--- config.mk ---
export PLATFORM = sky130hd
export DESIGN_NAME = c64_bus_initiator
export DESIGN_NICKNAME = d
export VERILOG_FILES = /design/src/rtl/c64_bus_pkg.sv /design/src/rtl/c64_phi2_gen.sv /design/src/rtl/c64_bus_initiator.sv
export SDC_FILE = /design/constraint.sdc
export NUM_CORES = 1
export LEC_CHECK = 0
export ABC_AREA = 1
export BUFFER_PORTS_ARGS = -buffer_cell sky130_fd_sc_hd__buf_2
export CELL_PAD_IN_SITES_DETAIL_PLACEMENT = 0
export CELL_PAD_IN_SITES_GLOBAL_PLACEMENT = 2
export CORE_MARGIN = 2
export CORE_UTILIZATION = 25
export CTS_CLUSTER_SIZE = 14
export DETAILED_ROUTE_END_ITERATION = 7
export PLACE_DENSITY = 0.92
export SLEW_MARGIN = 20
export SYNTH_ARGS = -nofsm -noshare
export SYNTH_HDL_FRONTEND = slang
export SYNTH_SLANG_ARGS = --single-unit
--- constraint.sdc ---
create_clock -name DotClk -period 3.4 [get_ports DotClk]
set_input_delay 0.51 -clock DotClk [delete_from_list [all_inputs] [get_ports DotClk]]
set_output_delay 0.51 -clock DotClk [all_outputs]
set_load 0.02 [all_outputs]
--- src/rtl/c64_bus_pkg.sv ---
// Shared types and phase constants for the C64 cartridge-port bus initiator.
package c64_bus_pkg;

  typedef enum logic [1:0] {
    SPACE_IO1  = 2'd0,
    SPACE_IO2  = 2'd1,
    SPACE_ROML = 2'd2,
    SPACE_ROMH = 2'd3
  } space_e;

  localparam logic [2:0] PH_STROBE_ON = 3'd1;
  localparam logic [2:0] PH_DATA_ON   = 3'd4;
  localparam logic [2:0] PH_LAST      = 3'd7;

  typedef logic [0:0] state_t;
  localparam state_t ST_IDLE   = 1'b0;
  localparam state_t ST_ACTIVE = 1'b1;

endpackage

--- src/rtl/c64_phi2_gen.sv ---
// Eight-phase DotClk divider: Ph counter, PHI2 = Ph[2] and a last-phase flag.
module c64_phi2_gen
  import c64_bus_pkg::*;
(
  input  logic       clk_i,
  input  logic       rst_i,
  output logic [2:0] ph_o,
  output logic       ph_last_o,
  output logic       phi2_o
);

  logic [2:0] ph_q;
  logic [2:0] ph_d;

  assign ph_d = ph_q + 3'd1;

  always_ff @(posedge clk_i) begin
    if (rst_i) begin
      ph_q <= 3'd0;
    end else begin
      ph_q <= ph_d;
    end
  end

  assign ph_o      = ph_q;
  assign ph_last_o = (ph_q == PH_LAST);
  assign phi2_o    = ph_q[2];

endmodule

--- src/rtl/c64_bus_initiator.sv ---
// Request/response front end driving one C64 bus cycle per PHI2 period.
// Optional C64_BA_WAIT_EN: hold off acceptance while BA is low at Ph7.
//   state     | meaning
//   ST_IDLE   | no cycle in this window, strobes high
//   ST_ACTIVE | accepted cycle occupies this Ph0..Ph7 window
module c64_bus_initiator
  import c64_bus_pkg::*;
(
  input  logic        DotClk,
  input  logic        RES,
  input  logic        req_valid,
  output logic        req_ready,
  input  logic [15:0] req_addr,
  input  logic        req_we,
  input  logic [7:0]  req_wdata,
  input  logic [1:0]  req_space,
  output logic        rsp_valid,
  output logic [7:0]  rsp_rdata,
  output logic        PHI2,
  output logic [15:0] A,
  output logic        nWE,
  output logic        nIO1,
  output logic        nIO2,
  output logic        nROML,
  output logic        nROMH,
  output logic [7:0]  D_out,
  output logic        D_oe,
  input  logic [7:0]  D_in,
  input  logic        BA
);

  logic [2:0] ph;
  logic       ph_last;

  c64_phi2_gen u_phi2_gen (
    .clk_i     (DotClk),
    .rst_i     (RES),
    .ph_o      (ph),
    .ph_last_o (ph_last),
    .phi2_o    (PHI2)
  );

  state_t      state_q, state_d;
  logic [15:0] addr_q, addr_d;
  logic        we_q, we_d;
  logic [7:0]  wdata_q, wdata_d;
  space_e      space_q, space_d;
  logic        rsp_valid_q, rsp_valid_d;
  logic [7:0]  rsp_rdata_q, rsp_rdata_d;
  logic        accept;

`ifdef C64_BA_WAIT_EN
  assign req_ready = ph_last && !RES && BA;
`else
  logic unused_ba;
  assign unused_ba = BA;
  assign req_ready = ph_last && !RES;
`endif

  assign accept = req_valid && req_ready;

  always_comb begin
    state_d     = state_q;
    addr_d      = addr_q;
    we_d        = we_q;
    wdata_d     = wdata_q;
    space_d     = space_q;
    rsp_valid_d = 1'b0;
    rsp_rdata_d = rsp_rdata_q;
    if (ph_last) begin
      state_d = accept ? ST_ACTIVE : ST_IDLE;
      // completion: read data is sampled on the edge that closes Ph7
      if (state_q == ST_ACTIVE) begin
        rsp_valid_d = 1'b1;
        rsp_rdata_d = we_q ? 8'h00 : D_in;
      end
    end
    if (accept) begin
      addr_d  = req_addr;
      we_d    = req_we;
      wdata_d = req_wdata;
      space_d = space_e'(req_space);
    end
  end

  always_ff @(posedge DotClk) begin
    if (RES) begin
      state_q     <= ST_IDLE;
      addr_q      <= 16'h0000;
      we_q        <= 1'b0;
      wdata_q     <= 8'h00;
      space_q     <= SPACE_IO1;
      rsp_valid_q <= 1'b0;
      rsp_rdata_q <= 8'h00;
    end else begin
      state_q     <= state_d;
      addr_q      <= addr_d;
      we_q        <= we_d;
      wdata_q     <= wdata_d;
      space_q     <= space_d;
      rsp_valid_q <= rsp_valid_d;
      rsp_rdata_q <= rsp_rdata_d;
    end
  end

  logic strobe_on;
  logic data_on;

  assign strobe_on = (state_q == ST_ACTIVE) && (ph >= PH_STROBE_ON);
  assign data_on   = (state_q == ST_ACTIVE) && we_q && (ph >= PH_DATA_ON);

  assign nIO1  = !(strobe_on && (space_q == SPACE_IO1));
  assign nIO2  = !(strobe_on && (space_q == SPACE_IO2));
  assign nROML = !(strobe_on && (space_q == SPACE_ROML));
  assign nROMH = !(strobe_on && (space_q == SPACE_ROMH));
  assign nWE   = !(strobe_on && we_q);
  assign D_oe  = data_on;
  assign D_out = data_on ? wdata_q : 8'h00;
  assign A     = addr_q;

  assign rsp_valid = rsp_valid_q;
  assign rsp_rdata = rsp_rdata_q;

endmodule
Yosys cells after proc, flatten, opt, wreduce, memory -nomap -nowiden --
Index checks and enable logic that the tools add are counted.
Word-level totals: register bits after elaboration 40, input bits 39, output and inout bits 41, word-level logic and storage cells 39
Operators by class: add/sub/neg operators 1, $lt $le $gt $ge 2, equal/unequal tests 4, multiplexer cells 4, bitwise gates (word level) 1, reduce and logical (&&, ||, !) cells 19
Operators with widths (number):
- 2-to-1 mux 8 bit | 2
- logical AND 1 bit | 10
- zero test 1 bit | 6
- equality test 2 bit, second input constant | 2
- adder 3 x 1 -> 3 bit, second input constant | 1
- equality test 3 bit, second input constant | 1
- >= comparator 3 x 1 -> 1 bit, second input constant | 1
- >= comparator 3 bit, second input constant | 1
- equality test 2 x 1 -> 1 bit, second input constant | 1
- zero test 2 bit | 1
- 2-to-1 mux 1 bit | 2
- AND reduction 2 bit | 1
- OR reduction 2 bit | 1
- inverter 1 bit | 1

Longest topological paths before layout --
Gate-level depths: netlist (run 1).
word-level depth 4, mapped depth 7, depth with buffers taken out 7

By module --
From an unflattened synthesis (run 1), not the netlist that was laid out.
Unflattened totals: cell total of the unflattened synthesis 219, area, all modules 1641.6 um2
By module, submodules not included:
- c64_bus_initiator | instances 1, cells each 208, area each 1530.2 um2, seq. area each 740.7 um2
- c64_phi2_gen | instances 1, cells each 11, area each 111.4 um2, seq. area each 60.1 um2

Least setup slack after synthesis (run 1) --
Ideal clock, no wire load.
path kind register to output, start register u_phi2_gen.ph_q[2] (netlist: u_phi2_gen.ph_o[2]), end output port req_ready, arrival time 1.174 ns, data required time 2.890 ns, slack 1.716 ns, cell stages (with the launch flop) 5, buffers on the path 1, path through dfxtp_1 ha_1 inv_1 nor2_4 buf_6
On the way: longest elaborated chain between the ends 2
Ends and longest elaborated chain:
- start, declared | RTL line c64_phi2_gen.sv:12 | logic [2:0] ph_q;
- start signal, assigned | RTL line c64_phi2_gen.sv:21 | ph_q <= ph_d;
- equality test 3 bit | RTL line c64_phi2_gen.sv:26 | assign ph_last_o = (ph_q == PH_LAST);
- logical AND 1 bit | RTL line c64_bus_initiator.sv:57 | assign req_ready = ph_last && !RES;
- end, declared | RTL line c64_bus_initiator.sv:12 | output logic req_ready,
No other way between the ends.

Final worst setup path (run 1) --
start register we_q, end output port D_out[6]
On the way: longest elaborated chain between the ends 3
Ends and longest elaborated chain:
- start, declared | RTL line c64_bus_initiator.sv:45 | logic we_q, we_d;
- start signal, assigned | RTL line c64_bus_initiator.sv:98 | we_q <= we_d;
- logical AND 1 bit (2 in series) | RTL line c64_bus_initiator.sv:110 | assign data_on = (state_q == ST_ACTIVE) && we_q && (ph >= PH_DATA_ON);
- 2-to-1 mux 8 bit | RTL line c64_bus_initiator.sv:118 | assign D_out = data_on ? wdata_q : 8'h00;
- end, declared | RTL line c64_bus_initiator.sv:26 | output logic [7:0] D_out,
No other way between the ends.

==> results of run 1 <==
==> registers in the layout (all words and copies together) (netlist names) <==
register	flops
A	16
rsp_rdata	8
rsp_valid	1
space_q	2
state_q	1
u_phi2_gen.ph_o	3
wdata_q	8
we_q	1
==> cell families after synthesis <==
family / count (synthesis) / synth area share [%]
flip-flops: 40 / 48.05
adder cells (fa/ha/maj): 3 / 2.252
buffers and inverters: 37 / 11.11
AND/OR/NAND/NOR: 140 / 38.59
==> critical path: stages, from the launching register on <==
cell	delay, ns
dfxtp_1	0.53
nand3_1	0.38
nor2_1	0.19
buf_2	0.19
==> final cells by class <==
type                    instances  area (sq um)
fillers                       715          4249
flip-flops and latches         40         800.8
multi-input cells             143         680.7
repair buffers                 79         397.9
well taps                      77         96.34
inverters                      24         92.59
clock buffers                   5         68.82
==> final timing paths <==
kind                    to  slack, ns  cells past startpoint
hold / removal        A[2]       0.44                      3
setup / recovery  D_out[6]       1.31                      3
setup reg to reg      A[9]       1.87                      7
hold reg to reg      A[13]       0.46                      2
==> report_power, final <==
part	total, W	internal [W]	switching (W)
registers	0.000475	0.000472	0.00000288
logic	0.0000525	0.0000216	0.0000309
clock network	0.000279	0.000132	0.000147
total	0.000807	0.000626	0.000181
==> per-stage QoR <==
step / std cells / util [%] / hold WS [ns] / instance area, sq um
floorplan: 220 / - / 0.4214 / 1667
detailed placement: 363 / 32.39 / 0.4483 / 2068
global route: 368 / 33.46 / 0.4378 / 2137
CTS: 368 / 33.46 / 0.4345 / 2137
global placement: 363 / 32.39 / 0.4359 / 2068
finish: 368 / 33.46 / 0.4446 / 2137
==> placed cells by master, fill, tap and decap left out, drive strengths merged <==
cell / n
nor2: 24
buf: 79
clkbuf: 5
inv: 24
dfxtp: 40
ha: 3
nand4: 4
nand2: 48
nand3: 64
==> layer usage <==
layer | GRT usage (%) | vias up
li1 | - | 845
met1 | 13.54 | 704
met2 | 18.47 | 44
met3 | 4.042 | 5
met4 | 3.463 | 0
met5 | 0 | -
==> summary.md, run 1 <==
| Metric | Value |
|---|---|
| Initial core utilization | `26.10%` |
| Gr ovfl total | `0` |
| Library cells used by synthesis | `13` |
| First-pass GRT wire length | `around 6500 um` |
| CTS clk-pin slew, worst paths | `about 0.070 ns` |
| Core Region | `between 0.006 and 0.007 sq mm` |
| # DRC | `0` |
| Final Hold Viols | `0` |
| Most instantiated cells after synthesis | `nand3_1 (63), nand2_1 (48), dfxtp_1 (40)` |
| CP Data Arrival Time | `1.58 ns` |
| Die area | `around 0.0073 sq mm` |
| Place WS | `around 1.5 ns` |
| Post-Syn Area per Cell | `7.575 sq um` |
| Via density | `4.342` |
| R2R Path Start | `u_phi2_gen.ph_o[0]` |
| Post-Synthesis Cells | `220` |
| Max-cap violations | `0` |
| Synth Net Count | `262` |
| P&R area growth vs syn | `28.23%` |
| Kind of start point of the critical path | `flip-flop` |
| Clock buffer depth | `2` |
| GP Congestion | `0.7026` |
| Setup-failing EPs final | `0` |
| Cts hold-fix bufs | `0` |
| WL met1 | `around 1800 um` |
| CP Capture Type | `output port` |
| Number of global-route vias before repair | `around 1400` |
| Fin Setup TNS | `0 ns` |
| Post-synthesis sequential area ratio | `48.05%` |
| Root Buffer | `clkbuf_8` |
| Hold Path Origin | `req_addr[2]` |
| Vias | `around 1600` |
| Req. time, crit path | `approximately 2.9 ns` |
| Max-slew violations | `0` |
| Initial antenna violation count | `0` |
| Final ANT Viol Nets | `0` |
| Most common cell in the netlist | `nand3_1` |
| Leading area contributor after synthesis | `dfxtp_1` |
| Clock sink count | `40` |
| Share of cells above drive strength 1 | `30.24%` |
| Peak supply drop | `0.1598 mV` |
| Hold crit path type | `primary input to flip-flop` |
| Final Cycle Share | `61.48%` |
| Setup Buffers After CTS | `0` |
| Number of iterations in the first detailed-routing pass | `3` |
| WL met3 | `280 um` |
| Met2 WL post-DR | `around 1900 um` |
| Routed WL | `4024 um` |
| Final worst slack | `~1.3 ns` |
| Tmin final | `2.090 ns` |
| Largest net degree at the start of global routing | `38` |
| CTS Buf Count | `5` |
| Worst Skew | `between 0.003 and 0.004 ns` |
| Setup crit start | `we_q` |
| Post-synth top flop | `dfxtp_1` |
| Top Ports | `80` |
| GRT Total Usage | `11.16%` |
| CTS resizes | `0` |
| Synthesis-stage register bit count | `40` |
| Slew margin rel. | `61.99%` |
| Routed WL per cell | `10.93 um` |
| Crit-path max FO | `10` |
| Die Span X | `85.65 um` |
| Clk_lat worst skew | `0.28 ns` |
| Async set or reset register ratio after synthesis | `0%` |
| YS warnings | `0` |
| Die Y-Extent | `85.65 um` |
| Ant. Diodes | `0` |
| Max layer used | `met4` |
| Post-synth EDFFs | `0` |
| First DRT Iteration DRCs | `76` |
| Row count | `29` |
| Pwr/cell area | `377.5 mW/mm^2` |
| Post-DP HPWL | `2798 um` |
| Top post-synthesis cells by area | `dfxtp_1 (48%), nand3_1 (19%), nand2_1 (11%)` |
| Design Power | `0.0008068 W` |
| P_leak | `1.151 nW` |
| # H-tree levels | `2` |
| Status | `finished clean` |
| Crit Path Class | `flip-flop to output port` |
| CTS tree | `done` |
| Slew at the pin closest to its max-slew limit | `0.5702 ns` |
| Share of the synthesized area in the top cell type | `48.05%` |
| Fmax | `0.4784 GHz` |
| Final #Nets | `approximately 340` |
| RSZ-0062 raised after global routing | `false` |
| PortBufs | `slightly below 80` |
| Post-Syn Area | `0.001667 sq mm` |
(Power assumes the default switching activity.)
==> inputs of run 2 (changes only) <==
--- a/config.mk
+++ b/config.mk
@@ -10,10 +10,10 @@
 export CELL_PAD_IN_SITES_DETAIL_PLACEMENT = 0
 export CELL_PAD_IN_SITES_GLOBAL_PLACEMENT = 2
 export CORE_MARGIN = 2
-export CORE_UTILIZATION = 25
+export CORE_UTILIZATION = 24
 export CTS_CLUSTER_SIZE = 14
 export DETAILED_ROUTE_END_ITERATION = 7
-export PLACE_DENSITY = 0.92
+export PLACE_DENSITY = 0.89
 export SLEW_MARGIN = 20
 export SYNTH_ARGS = -nofsm -noshare
 export SYNTH_HDL_FRONTEND = slang
==> constraint.sdc (replaced) <==
create_clock -name DotClk -period 2 [get_ports DotClk]
set_input_delay 0.3 -clock DotClk [delete_from_list [all_inputs] [get_ports DotClk]]
set_output_delay 0.3 -clock DotClk [all_outputs]
set_load 0.02 [all_outputs]
==> run 2 against run 1 <==
Compared with the run above:
- global-route usage increased by 0.81 points
- critical endpoint is now req_ready
- sequential share of layout area decreased by 1.0 points
- clock skew increased by 0.0021 ns
- critical path type unchanged
==> summary.md, run 2 (synthesized netlist as in run 1, its figures left out) <==
| Metric | Value |
|---|---|
| Final worst slack | `0.2350 ns (-1.075 ns)` |
| CTS Buf Count | `5 (unchanged)` |
| Crit-path max FO | `4 (-6)` |
| Die Y-Extent | `87.33 um (+2.0%)` |
| Final instance area | `0.002197 sq mm (+2.8%)` |
| Ant. Diodes | `0 (unchanged)` |
| Final #Nets | `339 (+1.2%)` |
| Worst Skew | `0.005469 ns (+0.002144 ns)` |
| Crit Path Class | `flip-flop to output port` |
| Kind of start point of the critical path | `flip-flop` |
| Tmin final | `1.765 ns` |
| Final Hold Viols | `0 (unchanged)` |
| Final ANT Viol Nets | `0 (unchanged)` |
| GP Congestion | `0.6733 (-4.2%)` |
| Die area | `0.007627 sq mm (+4.0%)` |
| Gr ovfl total | `0 (unchanged)` |
| Number of global-route vias before repair | `1509 (+5.0%)` |
| Die Span X | `87.33 um (+2.0%)` |
| Req. time, crit path | `1.70 ns (-1.19 ns)` |
| Root Buffer | `clkbuf_8` |
| # H-tree levels | `2 (unchanged)` |
| Peak supply drop | `0.2580 mV (+62%)` |
| Most frequent cells in the layout | `buf_2 (78), nand3_1 (62), nand2_1 (48)` |
| P_leak | `1.181 nW (+2.6%)` |
| Pwr/cell area | `657.3 mW/mm^2 (+74%)` |
| # DRC | `0 (unchanged)` |
| Top Ports | `80 (unchanged)` |
| Place WS | `0.4215 ns (-1.122 ns)` |
| Max-cap violations | `0 (unchanged)` |
| Slew at the pin closest to its max-slew limit | `0.3551 ns (-0.2151 ns)` |
| Initial core utilization | `24.67% (-1.4 points)` |
| Fmax | `0.5666 GHz` |
| Clk_lat worst skew | `0.28 ns (about the same)` |
| Cts hold-fix bufs | `0 (unchanged)` |
| Placed cell area | `0.002102 sq mm (+1.6%)` |
| Via density | `4.341 (about the same)` |
| PortBufs | `78 (unchanged)` |
| Status | `finished clean` |
| Largest net degree at the start of global routing | `29 (-24%)` |
| CTS clk-pin slew, worst paths | `0.07 ns (about the same)` |
| First DRT Iteration DRCs | `30 (-61%)` |
| Routed WL | `4369 um (+8.6%)` |
| Fin Setup TNS | `0 ns (unchanged)` |
| Row count | `30 (+3.4%)` |
| Hold depth | `3 (unchanged)` |
| RSZ-0062 raised after global routing | `false` |
| Hold crit path type | `primary input to flip-flop` |
| CP Capture Type | `output port` |
| Setup-failing EPs final | `0 (unchanged)` |
| P&R area growth vs syn | `31.83%` |
| Worst Reg-to-Reg Cells | `7 (unchanged)` |
| Post-DP HPWL | `3104 um (+11%)` |
| Max reg flops | `16 (unchanged)` |
| Number of iterations in the first detailed-routing pass | `4 (+1)` |
| Initial antenna violation count | `0 (unchanged)` |
| Routed WL per cell | `11.56 um (+5.7%)` |
| Final Cycle Share | `88.25%` |
| CP Data Arrival Time | `1.46 ns (-0.12 ns)` |
| Slew margin rel. | `76.33% (+14 points)` |
| GRT Total Usage | `11.96% (+0.81 points)` |
| CTS tree | `done` |
| Core Region | `0.006756 sq mm (+5.8%)` |
| Most common cell after layout, fill and taps aside | `buf_2` |
| Max-slew violations | `0 (unchanged)` |
| Clock sink count | `40 (unchanged)` |
| First-pass GRT wire length | `7127 um (+10%)` |
| Vias | `1641 (+2.7%)` |
| Share of cells above drive strength 1 | `31.54% (+1.3 points)` |
| Clock buffer depth | `2 (unchanged)` |
-- run 2: final cells by class --
type                            instances  area (sq um)
Fill cell                             763          4559
Sequential cell                        40         800.8
Multi-Input combinational cell        143         685.7
Timing Repair Buffer                   83         427.9
Tap cell                               80         100.1
Inverter                               24         92.59
Clock buffer                            8         90.09
-- run 2: metrics by stage --
step	power [W]	cells	utilization (%)	hold slack, ns
floorplan	0.0008751	220	-	0.4214
CTS	0.001476	378	32.44	0.2235
finish	0.001444	378	32.52	0.2347
global route	0.001508	378	32.52	0.2387
global placement	0.0009220	370	31.11	0.4353
detailed placement	0.0009233	370	31.11	0.4576
-- run 2: power breakdown --
group / switching [W] / internal (W)
clock: 0.000260 / 0.000281
combinational: 0.0000555 / 0.0000397
sequential: 0.00000526 / 0.000802
-- run 2: final timing paths --
path | startpoint | to | slack, ns
worst max-delay path | u_phi2_gen.ph_o[0] | req_ready | 0.24
worst min-delay path | req_wdata[6] | wdata_q[6] | 0.23
worst min register to register | A[9] | A[9] | 0.46
worst max register to register | u_phi2_gen.ph_o[0] | rsp_rdata[0] | 0.54
-- run 2: worst max-delay path: stages, from the launching register on --
cell and delay [ns]:
dfxtp_1 0.36, ha_1 0.16, ha_1 0.23, inv_1 0.10
nor2_4 0.14, buf_2 0.18
-- run 2: repair_timing --
| action | CTS | global route |
|---|---|---|
| resized for setup | 0 | 1 |
| endpoints found under the setup margin | 0 | 3 |
| buffers inserted | 0 | 0 |
-- run 2: metal layers --
metal	GRT usage, %	share of wire (%)
met1	15.28	45
met2	19.35	48
met3	3.223	6.2
met4	4.196	1.3
met5	0	0
